===== src/rtl/vga_sync_gen.sv =====
// VGA timing generator for the TinyVGA PMOD: counters, registered syncs and packed pixel byte.
// Optional completed-frame counter enabled by defining VGA_FRAME_CNT_EN.
module vga_sync_gen #(
    parameter int H_ACTIVE  = 640,
    parameter int H_FP      = 16,
    parameter int H_SYNC    = 96,
    parameter int H_BP      = 48,
    parameter int V_ACTIVE  = 480,
    parameter int V_FP      = 10,
    parameter int V_SYNC    = 2,
    parameter int V_BP      = 33,
    parameter bit HSYNC_POL = 1'b0,
    parameter bit VSYNC_POL = 1'b0
) (
    input  logic       clk,
    input  logic       rst,
    input  logic       en,
    input  logic [5:0] rgb_in,
    output logic [9:0] pix_x,
    output logic [9:0] pix_y,
    output logic       video_active,
    output logic       line_start,
    output logic       frame_start,
    output logic       hsync,
    output logic       vsync,
    output logic [7:0] pmod_out,
    output logic [7:0] frame_cnt
);

    localparam int H_TOTAL = H_ACTIVE + H_FP + H_SYNC + H_BP;
    localparam int V_TOTAL = V_ACTIVE + V_FP + V_SYNC + V_BP;

    // Bounds are 11 bits wide so a 1024-count timing still compares correctly.
    localparam logic [9:0]  H_LAST = 10'(H_TOTAL - 1);
    localparam logic [9:0]  V_LAST = 10'(V_TOTAL - 1);
    localparam logic [10:0] H_VIS  = 11'(H_ACTIVE);
    localparam logic [10:0] V_VIS  = 11'(V_ACTIVE);
    localparam logic [10:0] HS_BEG = 11'(H_ACTIVE + H_FP);
    localparam logic [10:0] HS_END = 11'(H_ACTIVE + H_FP + H_SYNC);
    localparam logic [10:0] VS_BEG = 11'(V_ACTIVE + V_FP);
    localparam logic [10:0] VS_END = 11'(V_ACTIVE + V_FP + V_SYNC);

    localparam logic [7:0] PMOD_IDLE = {~HSYNC_POL, 3'b000, ~VSYNC_POL, 3'b000};

    logic [9:0] h_cnt;
    logic [9:0] v_cnt;
    logic       h_wrap;
    logic       v_wrap;
    logic       hs_act;
    logic       vs_act;
    logic       hs_lvl;
    logic       vs_lvl;
    logic [5:0] rgb_m;

    assign h_wrap = (h_cnt == H_LAST);
    assign v_wrap = (v_cnt == V_LAST);

    always_ff @(posedge clk) begin
        if (rst) begin
            h_cnt <= '0;
            v_cnt <= '0;
        end else if (en) begin
            if (h_wrap) begin
                h_cnt <= '0;
                v_cnt <= v_wrap ? 10'd0 : v_cnt + 10'd1;
            end else begin
                h_cnt <= h_cnt + 10'd1;
            end
        end
    end

    assign pix_x        = h_cnt;
    assign pix_y        = v_cnt;
    assign video_active = ({1'b0, h_cnt} < H_VIS) && ({1'b0, v_cnt} < V_VIS);
    assign line_start   = (h_cnt == 10'd0);
    assign frame_start  = (h_cnt == 10'd0) && (v_cnt == 10'd0);

    assign hs_act = ({1'b0, h_cnt} >= HS_BEG) && ({1'b0, h_cnt} < HS_END);
    assign vs_act = ({1'b0, v_cnt} >= VS_BEG) && ({1'b0, v_cnt} < VS_END);
    assign hs_lvl = hs_act ? HSYNC_POL : ~HSYNC_POL;
    assign vs_lvl = vs_act ? VSYNC_POL : ~VSYNC_POL;
    assign rgb_m  = video_active ? rgb_in : 6'd0;

    // Syncs live inside the PMOD byte register so they can never drift from the pixel bits.
    always_ff @(posedge clk) begin
        if (rst) begin
            pmod_out <= PMOD_IDLE;
        end else if (en) begin
            pmod_out <= {hs_lvl, rgb_m[0], rgb_m[2], rgb_m[4],
                         vs_lvl, rgb_m[1], rgb_m[3], rgb_m[5]};
        end
    end

    assign hsync = pmod_out[7];
    assign vsync = pmod_out[3];

`ifdef VGA_FRAME_CNT_EN
    logic [7:0] frame_q;

    always_ff @(posedge clk) begin
        if (rst) begin
            frame_q <= '0;
        end else if (en && h_wrap && v_wrap) begin
            frame_q <= frame_q + 8'd1;
        end
    end

    assign frame_cnt = frame_q;
`else
    assign frame_cnt = 8'h00;
`endif

endmodule


===== config.mk =====
export PLATFORM = sky130hd
export DESIGN_NAME = vga_sync_gen
export DESIGN_NICKNAME = d
export VERILOG_FILES = /design/src/rtl/vga_sync_gen.sv
export SDC_FILE = /design/constraint.sdc
export NUM_CORES = 1
export LEC_CHECK = 0
export BUFFER_PORTS_ARGS = -buffer_cell sky130_fd_sc_hd__buf_2
export CAP_MARGIN = 20
export CORE_MARGIN = 5
export CORE_UTILIZATION = 45
export CTS_BUF_LIST = sky130_fd_sc_hd__clkbuf_16
export DETAILED_ROUTE_END_ITERATION = 8
export PLACE_DENSITY_LB_ADDON = 0.08
export RECOVER_POWER = 50
export SYNTH_ARGS = -nofsm -noshare
export SYNTH_HDL_FRONTEND = slang
export SYNTH_SLANG_ARGS = --single-unit
export TNS_END_PERCENT = 20

===== constraint.sdc =====
create_clock -name clk -period 2.2 [get_ports clk]
set_input_delay 0.33 -clock clk [delete_from_list [all_inputs] [get_ports clk]]
set_output_delay 0.33 -clock clk [all_outputs]
set_load 0.005 [all_outputs]

* Yosys cells after proc, flatten, opt, wreduce, memory -nomap -nowiden
Index checks and enable logic that the tools add are counted.
** Cells by class
- Add/sub/neg operators :: 2
- Magnitude comparators :: 6
- Eq/ne operators :: 2
- Muxes and demuxes :: 5
- Reduce and logical (&&, ||, !) cells :: 7
** Operators by type and width (number)
- 10-bit by 1-bit adder with 10-bit output, second input constant :: 2
- 10-bit equality test, second input constant :: 2
- 10-bit zero test :: 2
- 10-bit less-than comparator, second input constant :: 2
- 10-bit by 9-bit less-than comparator with 1-bit output, second input constant :: 2
- 10-bit 2-to-1 mux :: 2
- 10-bit greater-or-equal comparator, second input constant :: 1
- 10-bit by 9-bit greater-or-equal comparator with 1-bit output, second input constant :: 1
- 6-bit 2-to-1 mux :: 1
- 1-bit logical AND :: 4
- 1-bit 2-to-1 mux :: 2
- 2-bit AND reduction :: 1
** Storage, ports and cells
- Bits in registers :: 28
- Bits of input ports :: 9
- Output and inout port bits :: 41
- Word-level logic and storage cells :: 25

* Longest topological paths before layout
Gate-level depths: netlist (run 1).
- Depth after elaboration :: 3
- Mapped depth :: 6
- Gate-level depth less buffers :: 6

* Worst setup path after synthesis (run 1)
No wires, ideal clock.
- Path type :: register to register
- Start point :: register h_cnt[0] (netlist: pix_x[0])
- End point :: register v_cnt[8] (netlist: pix_y[8])
- Library setup time :: 67 ps
- Arrival :: 1939 ps
- Slack :: 194 ps
- Cell stages (with the launch flop) :: 7
- Clock period less this slack :: 2006 ps
- Cell sequence :: dfxtp_1 -> ha_1 -> nand4_1 -> or3_4 -> buf_6 -> or4_4 -> a21oi_2
** Between the ends
- Longest elaborated chain between the ends :: 2
** Ends and longest elaborated chain
- start, declared :: RTL line 45 : logic [9:0] h_cnt;
- start signal, assigned :: RTL line 67 : h_cnt <= h_cnt + 10'd1;
- 10-bit equality test :: RTL line 55 : assign h_wrap = (h_cnt == H_LAST);
- 2-bit AND reduction (no line)
- end signal, assigned :: RTL line 65 : v_cnt <= v_wrap ? 10'd0 : v_cnt + 10'd1;
- end, declared :: RTL line 46 : logic [9:0] v_cnt;
No other way between the ends.
A chain may end at the register's enable or synchronous reset.

* Final worst setup path (run 1)
- Start point :: register h_cnt[4] (netlist: pix_x[4])
- End point :: output port frame_start
** Between the ends
- Longest elaborated chain between the ends :: 2
** Ends and longest elaborated chain
- 10-bit zero test :: RTL line 76 : assign frame_start = (h_cnt == 10'd0) && (v_cnt == 10'd0);
- 1-bit logical AND :: RTL line 76
- end, declared :: RTL line 23 : output logic frame_start,
No other way between the ends.

==> metrics.md, run 1 <==
| Metric | Value |
|---|---|
| Worst-margin pin slew | `598 ps` |
| Antenna fix cells | `0` |
| Final Hold Vio Count | `0` |
| CP Cell Sequence | `or4_1 > nor3_2 > nor3b_1 > buf_2` |
| Relative slew slack | `0.598` |
| # hold bufs at CTS | `0` |
| Post-DP HPWL | `roughly 2600 um` |
| Max clock buf depth | `2` |
| Initial core utilization | `0.459` |
| Die span in y | `between 60 and 70 um` |
| WL per Instance | `13.4 um` |
| Power Dens Cells | `558 nW/um2` |
| CTS tree | `built` |
| Initial antenna violation count | `0` |
| Worst min-delay path class | `in2reg` |
| Row count | `21` |
| Filler cells | `approximately 320` |
| Total global-route track usage | `0.152` |
| Post-layout util | `0.542` |
| First-pass GRT wire length | `5390 um` |
| Crit path kind | `reg2out` |
| Setup crit end kind | `output pin` |
| Vias/cell | `5.17` |
| Avg Cell Area, Syn | `8.48 um2` |
| GP Congestion | `a little over 0.9` |
| Core Area | `3280 um2` |
| Vias in the first global route | `1160` |
| Predominant post-synthesis flop cell | `dfxtp_1` |
| 1st-iter DRT viols | `81` |
| Syn. warnings | `0` |
| Area delta synth->final | `17.9%` |
| Type of origin of the critical path | `register` |
| # nets final | `230` |
| Final setup fails | `0` |
| Crit Path Max Fanout | `9` |
| Max_cap viols | `0` |
| Max frequency | `just under 500 MHz` |
| Fin. max-slew vios | `0` |
| Share of final-layout standard cells stronger than drive strength 1 | `0.219` |
| Clock sink count | `28` |
| Top Ports | `50` |
| Max incr delay on CP | `560 ps` |
| Clock Skew | `about 3.3 ps` |
| Die width | `67.9 um` |
| Status | `completed` |
| Pre-antenna DRT Iters | `4` |
| Total routed wirelength | `3490 um` |
| WP buf/inv | `1` |
| CP top delay family | `simple AND/OR/NAND/NOR gates` |
| Inserted Clock Buffers | `3` |
| WP data required | `1870 ps` |
| Total congestion overflow | `0` |
| Routed Antenna Nets | `0` |
| EDFF count, synth | `0` |
| Leakage | `0.703 nW` |
| Synth cell types | `44` |
| Worst-path clk slew | `about 60 ps` |
| Seq cells post-synth | `28` |
| Crit path max-delay cell type | `or4_1` |
| Largest net degree at the start of global routing | `23` |
| Final Power | `0.993 mW` |
| Setup tns final | `0 ps` |
| PortBufs | `between 40 and 50` |
| Worst EP arrival | `1750 ps` |
| Clk_lat worst skew | `260 ps` |
| Max IR drop VDD | `0.000255 V` |
| DRC viols | `0` |
| Vias | `1350` |
| Die area | `4610 um2` |
| Fin crit share | `0.944` |
| H-tree Lvls | `1` |
| RSZ-0062 raised after global routing | `no` |
| Async SR Flop Fraction | `0` |
| Register area share after synthesis | `0.371` |
| Crit path time final | `around 2100 ps` |
| Post-Synthesis Cell Area | `1510 um2` |
| Synth Instances | `approximately 180` |
| CTS root buffer | `clkbuf_16` |
[worst min-delay path: cells and delay by family]
family                 cells  cell delay (ps)
AO/OA/AOI/OAI              1               50
AND/OR/NAND/NOR            1               60
buffers and inverters      1              100
[cells by family after synthesis]
group                      synth area share
buffers and inverters                 0.101
xor gates and xnor gates             0.0755
muxes                                0.0207
and+or+nand+nor                       0.305
adders and majority gates            0.0332
AOI/OAI and AO/OA                    0.0904
DFF                                   0.371
other                               0.00249
[state kept, by name (all words and copies together), names as in the netlist]
register  flops
pmod_out      8
pix_y        10
pix_x        10
[final timing paths]
kind / startpoint / end / slack [ps] / cells past startpoint
worst max-delay path: pix_x[4]$_SDFFE_PP0P_ / frame_start / 120 / 4
worst min-delay path: rgb_in[2] / pmod_out[5]$_SDFFE_PP0P_ / 340 / 3
worst max register to register: pix_x[0]$_SDFFE_PP0P_ / pix_y[7]$_SDFFE_PP0P_ / 180 / 6
worst min register to register: pmod_out[4]$_SDFFE_PP0P_ / pmod_out[4]$_SDFFE_PP0P_ / 470 / 2
[cell usage after synthesis, drive strengths merged (2+ instances only)]
| library cell | count | area share |
|---|---|---|
| a21oi | 11 | 0.039 |
| and4 | 4 | 0.024 |
| buf | 14 | 0.070 |
| clkbuf | 6 | 0.016 |
| dfxtp | 28 | 0.37 |
| ha | 4 | 0.033 |
| inv | 6 | 0.015 |
| mux2i | 2 | 0.013 |
| nand2 | 7 | 0.017 |
| nand2b | 7 | 0.029 |
| nand3 | 17 | 0.056 |
| nand4 | 4 | 0.017 |
| nand4b | 2 | 0.012 |
| nor2 | 19 | 0.047 |
| nor3 | 5 | 0.017 |
| nor4 | 4 | 0.017 |
| o21ai | 3 | 0.0099 |
| o31ai | 3 | 0.015 |
| or4 | 3 | 0.017 |
| or4bb | 2 | 0.017 |
| xnor2 | 6 | 0.035 |
| xor2 | 7 | 0.041 |
[final cells by class]
type	instances	area, um2	area share
clock buffer	3	75.1	0.0422
tap	46	57.6	0.0323
sequential	28	561	0.315
inverter	6	22.5	0.0127
multi-input combinational	131	832	0.468
timing repair buffer	47	231	0.130
[cells in the final DEF, fill, tap and decap left out, types with 3 or more instances in the layout]
| master | Yosys | final |
|---|---|---|
| o31ai_1 | 3 | 3 |
| xnor2_1 | 6 | 6 |
| nand2_1 | 7 | 7 |
| nor2_1 | 19 | 19 |
| nor4_1 | 4 | 4 |
| conb_1 | 1 | 8 |
| buf_4 | 10 | 5 |
| clkbuf_1 | 5 | 12 |
| clkbuf_16 | 0 | 3 |
| buf_2 | 1 | 29 |
| a21oi_1 | 10 | 10 |
| inv_1 | 6 | 6 |
| xor2_1 | 7 | 7 |
| nand3_1 | 17 | 17 |
| ha_1 | 4 | 4 |
| nor3_1 | 5 | 3 |
| nand4_1 | 4 | 4 |
| and4_1 | 3 | 3 |
| nand2b_1 | 7 | 7 |
| dfxtp_1 | 28 | 28 |
[routing by layer]
layer  global-route usage  vias up  part of all wire
met2                0.245       46              0.44
met3               0.0263        4             0.078
met5                    0        -                 0
li1                     -      682                 -
met1                0.205      618              0.47
met4               0.0521        0            0.0083
[stage by stage]
stage	area [um2]	setup slack, ps	hold WS, ps	std cells
3_3_place_gp	1710	275	455	258
4_1_cts	1790	49.9	334	261
6_report	1780	123	335	261
3_5_place_dp	1710	218	459	258
5_1_grt	1780	25.1	347	261
2_1_floorplan	1540	194	399	185
[power breakdown]
part	total, mW	switching [mW]	internal [mW]
Sequential	0.524	0.00735	0.517
Clock	0.394	0.153	0.241
Combinational	0.0750	0.0416	0.0334
Total	0.993	0.202	0.791
[timing repair]
action / 4_1_cts / 5_1_grt
endpoints found under the setup margin: 0 / 2
resized for setup: 0 / 2
setup buffers: 0 / 0
No activity file was read; power rests on OpenSTA's default activity.
==> run 2: changes to the inputs <==
--- a/config.mk
+++ b/config.mk
@@ -11,6 +11,7 @@
 export CORE_UTILIZATION = 45
 export CTS_BUF_LIST = sky130_fd_sc_hd__clkbuf_16
 export DETAILED_ROUTE_END_ITERATION = 8
+export GPL_TIMING_DRIVEN = 0
 export PLACE_DENSITY_LB_ADDON = 0.08
 export RECOVER_POWER = 50
 export SYNTH_ARGS = -nofsm -noshare
==> constraint.sdc (replaced) <==
create_clock -name clk -period 2.4 [get_ports clk]
set_input_delay 0.36 -clock clk [delete_from_list [all_inputs] [get_ports clk]]
set_output_delay 0.36 -clock clk [all_outputs]
set_load 0.005 [all_outputs]
==> run 2 against run 1 <==
Compared with the run above:
- power rose by 6.0%
- global-route usage rose by 1.4 points
- register-to-register slack improved by 20 ps
- cell count rose by 5.7%
- routed wire length rose by 6.4%
- clock power rose by 26%
- highest routed layer unchanged
==> metrics.md, run 2 (same netlist as run 1, synthesis figures left out) <==
| Metric | Value |
|---|---|
| WL per Instance | `13.5 um` |
| Most frequent cells in the layout | `buf_2 (32), dfxtp_1 (28), nor2_1 (19)` |
| Die area | `~4600 um2` |
| Share of final-layout standard cells stronger than drive strength 1 | `0.252` |
| Final Power | `about 1.1 mW` |
| Area delta synth->final | `25.6%` |
| WP data required | `~2000 ps` |
| Die span in y | `between 60 and 70 um` |
| Final setup fails | `0` |
| Crit Path Max Fanout | `8` |
| Post-DP HPWL | `2770 um` |
| Setup tns final | `0 ps` |
| Row count | `21` |
| Placed instance area | `1800 um2` |
| 1st-iter DRT viols | `between 60 and 70` |
| Routed Antenna Nets | `0` |
| PortBufs | `41` |
| RSZ-0062 raised after global routing | `no` |
| Share of total power in sequential cells | `0.457` |
| Die width | `67.9 um` |
| Largest net degree at the start of global routing | `17` |
| Worst min-delay path class | `in2reg` |
| Vias/cell | `5.17` |
| # hold bufs at CTS | `0` |
| GP Congestion | `0.901` |
| Antenna fix cells | `0` |
| Worst-margin pin slew | `just over 800 ps` |
| Clk_lat worst skew | `260 ps` |
| Internal Power | `around 0.84 mW` |
| Final design instance area without fill | `roughly 1900 um2` |
| Total routed wirelength | `3710 um` |
| Vias | `1426` |
| Multi-input gate area | `827 um2` |
| CTS tree | `built` |
| # nets final | `about 240` |
| Total global-route track usage | `0.166` |
| Worst EP arrival | `1900 ps` |
| Setup crit end kind | `output pin` |
| Max_cap viols | `0` |
| Max IR drop VDD | `roughly 0.00027 V` |
| First-pass GRT wire length | `roughly 5700 um` |
| CTS root buffer | `clkbuf_16` |
| Pre-antenna DRT Iters | `4` |
| Fin Hold WS | `between 300 and 400 ps` |
| Fin. max-slew vios | `0` |
| Gate power share | `0.071` |
| Vias in the first global route | `about 1.3k` |
| Clock sink count | `28` |
| DP Cell Count | `roughly 270` |
| Initial core utilization | `0.459` |
| DRC viols | `0` |
| Leakage | `0.775 nW` |
| Initial antenna violation count | `0` |
| Clock share of power | `0.472` |
| Status | `completed` |
| Core Area | `3280 um2` |
| Max clock buf depth | `2` |
| Filler cells | `330` |
| Power Dens Cells | `555 nW/um2` |
| Final Hold Vio Count | `0` |
| Final cell count without fillers | `276` |
| Crit path time final | `between 2000 and 2500 ps` |
| Fin crit share | `0.942` |
| Register area | `561 um2` |
| Top Ports | `50` |
| Crit path kind | `reg2out` |
| Inserted Clock Buffers | `3` |
| Sw frac | `0.200` |
| Max frequency | `442 MHz` |
| P_sw | `0.211 mW` |
| H-tree Lvls | `1` |
| Worst-path clk slew | `approximately 70 ps` |
| Post-CTS setup repair buffer count | `0` |
| Total congestion overflow | `0` |
| Clock Skew | `3.01 ps` |
| Type of origin of the critical path | `register` |
| Most common cell after layout, fill and taps aside | `buf_2` |
| Relative slew slack | `0.452` |
run 2: power groups by stage:
| stage | clock, mW | combinational, mW | sequential [mW] |
|---|---|---|---|
| floorplan | 0 | 0.0436 | 0.491 |
| global placement | 0 | 0.0748 | 0.490 |
| detailed placement | 0 | 0.0761 | 0.491 |
| CTS | 0.498 | 0.0764 | 0.480 |
| global route | 0.516 | 0.0857 | 0.482 |
| finish | 0.497 | 0.0749 | 0.481 |
run 2: stage by stage:
stage | utilization | setup slack [ps]
after floorplan | - | 394
after global placement | 0.547 | 181
after detailed placement | 0.547 | 154
after CTS | 0.579 | 97.7
after global routing | 0.577 | 10.8
final | 0.577 | 139
run 2: worst max-delay path, stage by stage, from the launching register on:
cell,delay (ps)
dfxtp_1,310
clkbuf_2,160
or4_1,520
nor3_1,290
nor3b_1,210
buf_2,140
run 2: repair_timing:
item,CTS,global route
endpoints found under the setup margin,0,1
endpoints found under the hold margin,0,0
resized for setup,0,1
run 2: per-layer routing:
metal	up-vias	share of wire	routed length (um)	GRT usage
met2	48	0.45	1660	0.267
met3	5	0.085	315	0.0312
met4	0	0.015	57	0.0769
met5	-	0	0	0
li1	712	-	-	-
met1	661	0.45	1680	0.213
run 2: final cells by class:
cell class / count / share of cell area
buffer: 20 / 0.0686
clock buffer: 3 / 0.0396
clock inverter: 1 / 0.0158
inverter: 6 / 0.0119
multi-input combinational: 131 / 0.436
sequential: 28 / 0.296
tap: 46 / 0.0304
timing repair buffer: 41 / 0.102
run 2: final timing paths:
path,slack (ps),depth (start not counted),to,startpoint
max,140,5,frame_start,pix_x[4]$_SDFFE_PP0P_
min,300,2,pmod_out[0]$_SDFFE_PP0P_,rst
max reg2reg,200,6,pix_y[8]$_SDFFE_PP0P_,pix_x[0]$_SDFFE_PP0P_
min reg2reg,470,2,pmod_out[5]$_SDFFE_PP0P_,pmod_out[5]$_SDFFE_PP0P_
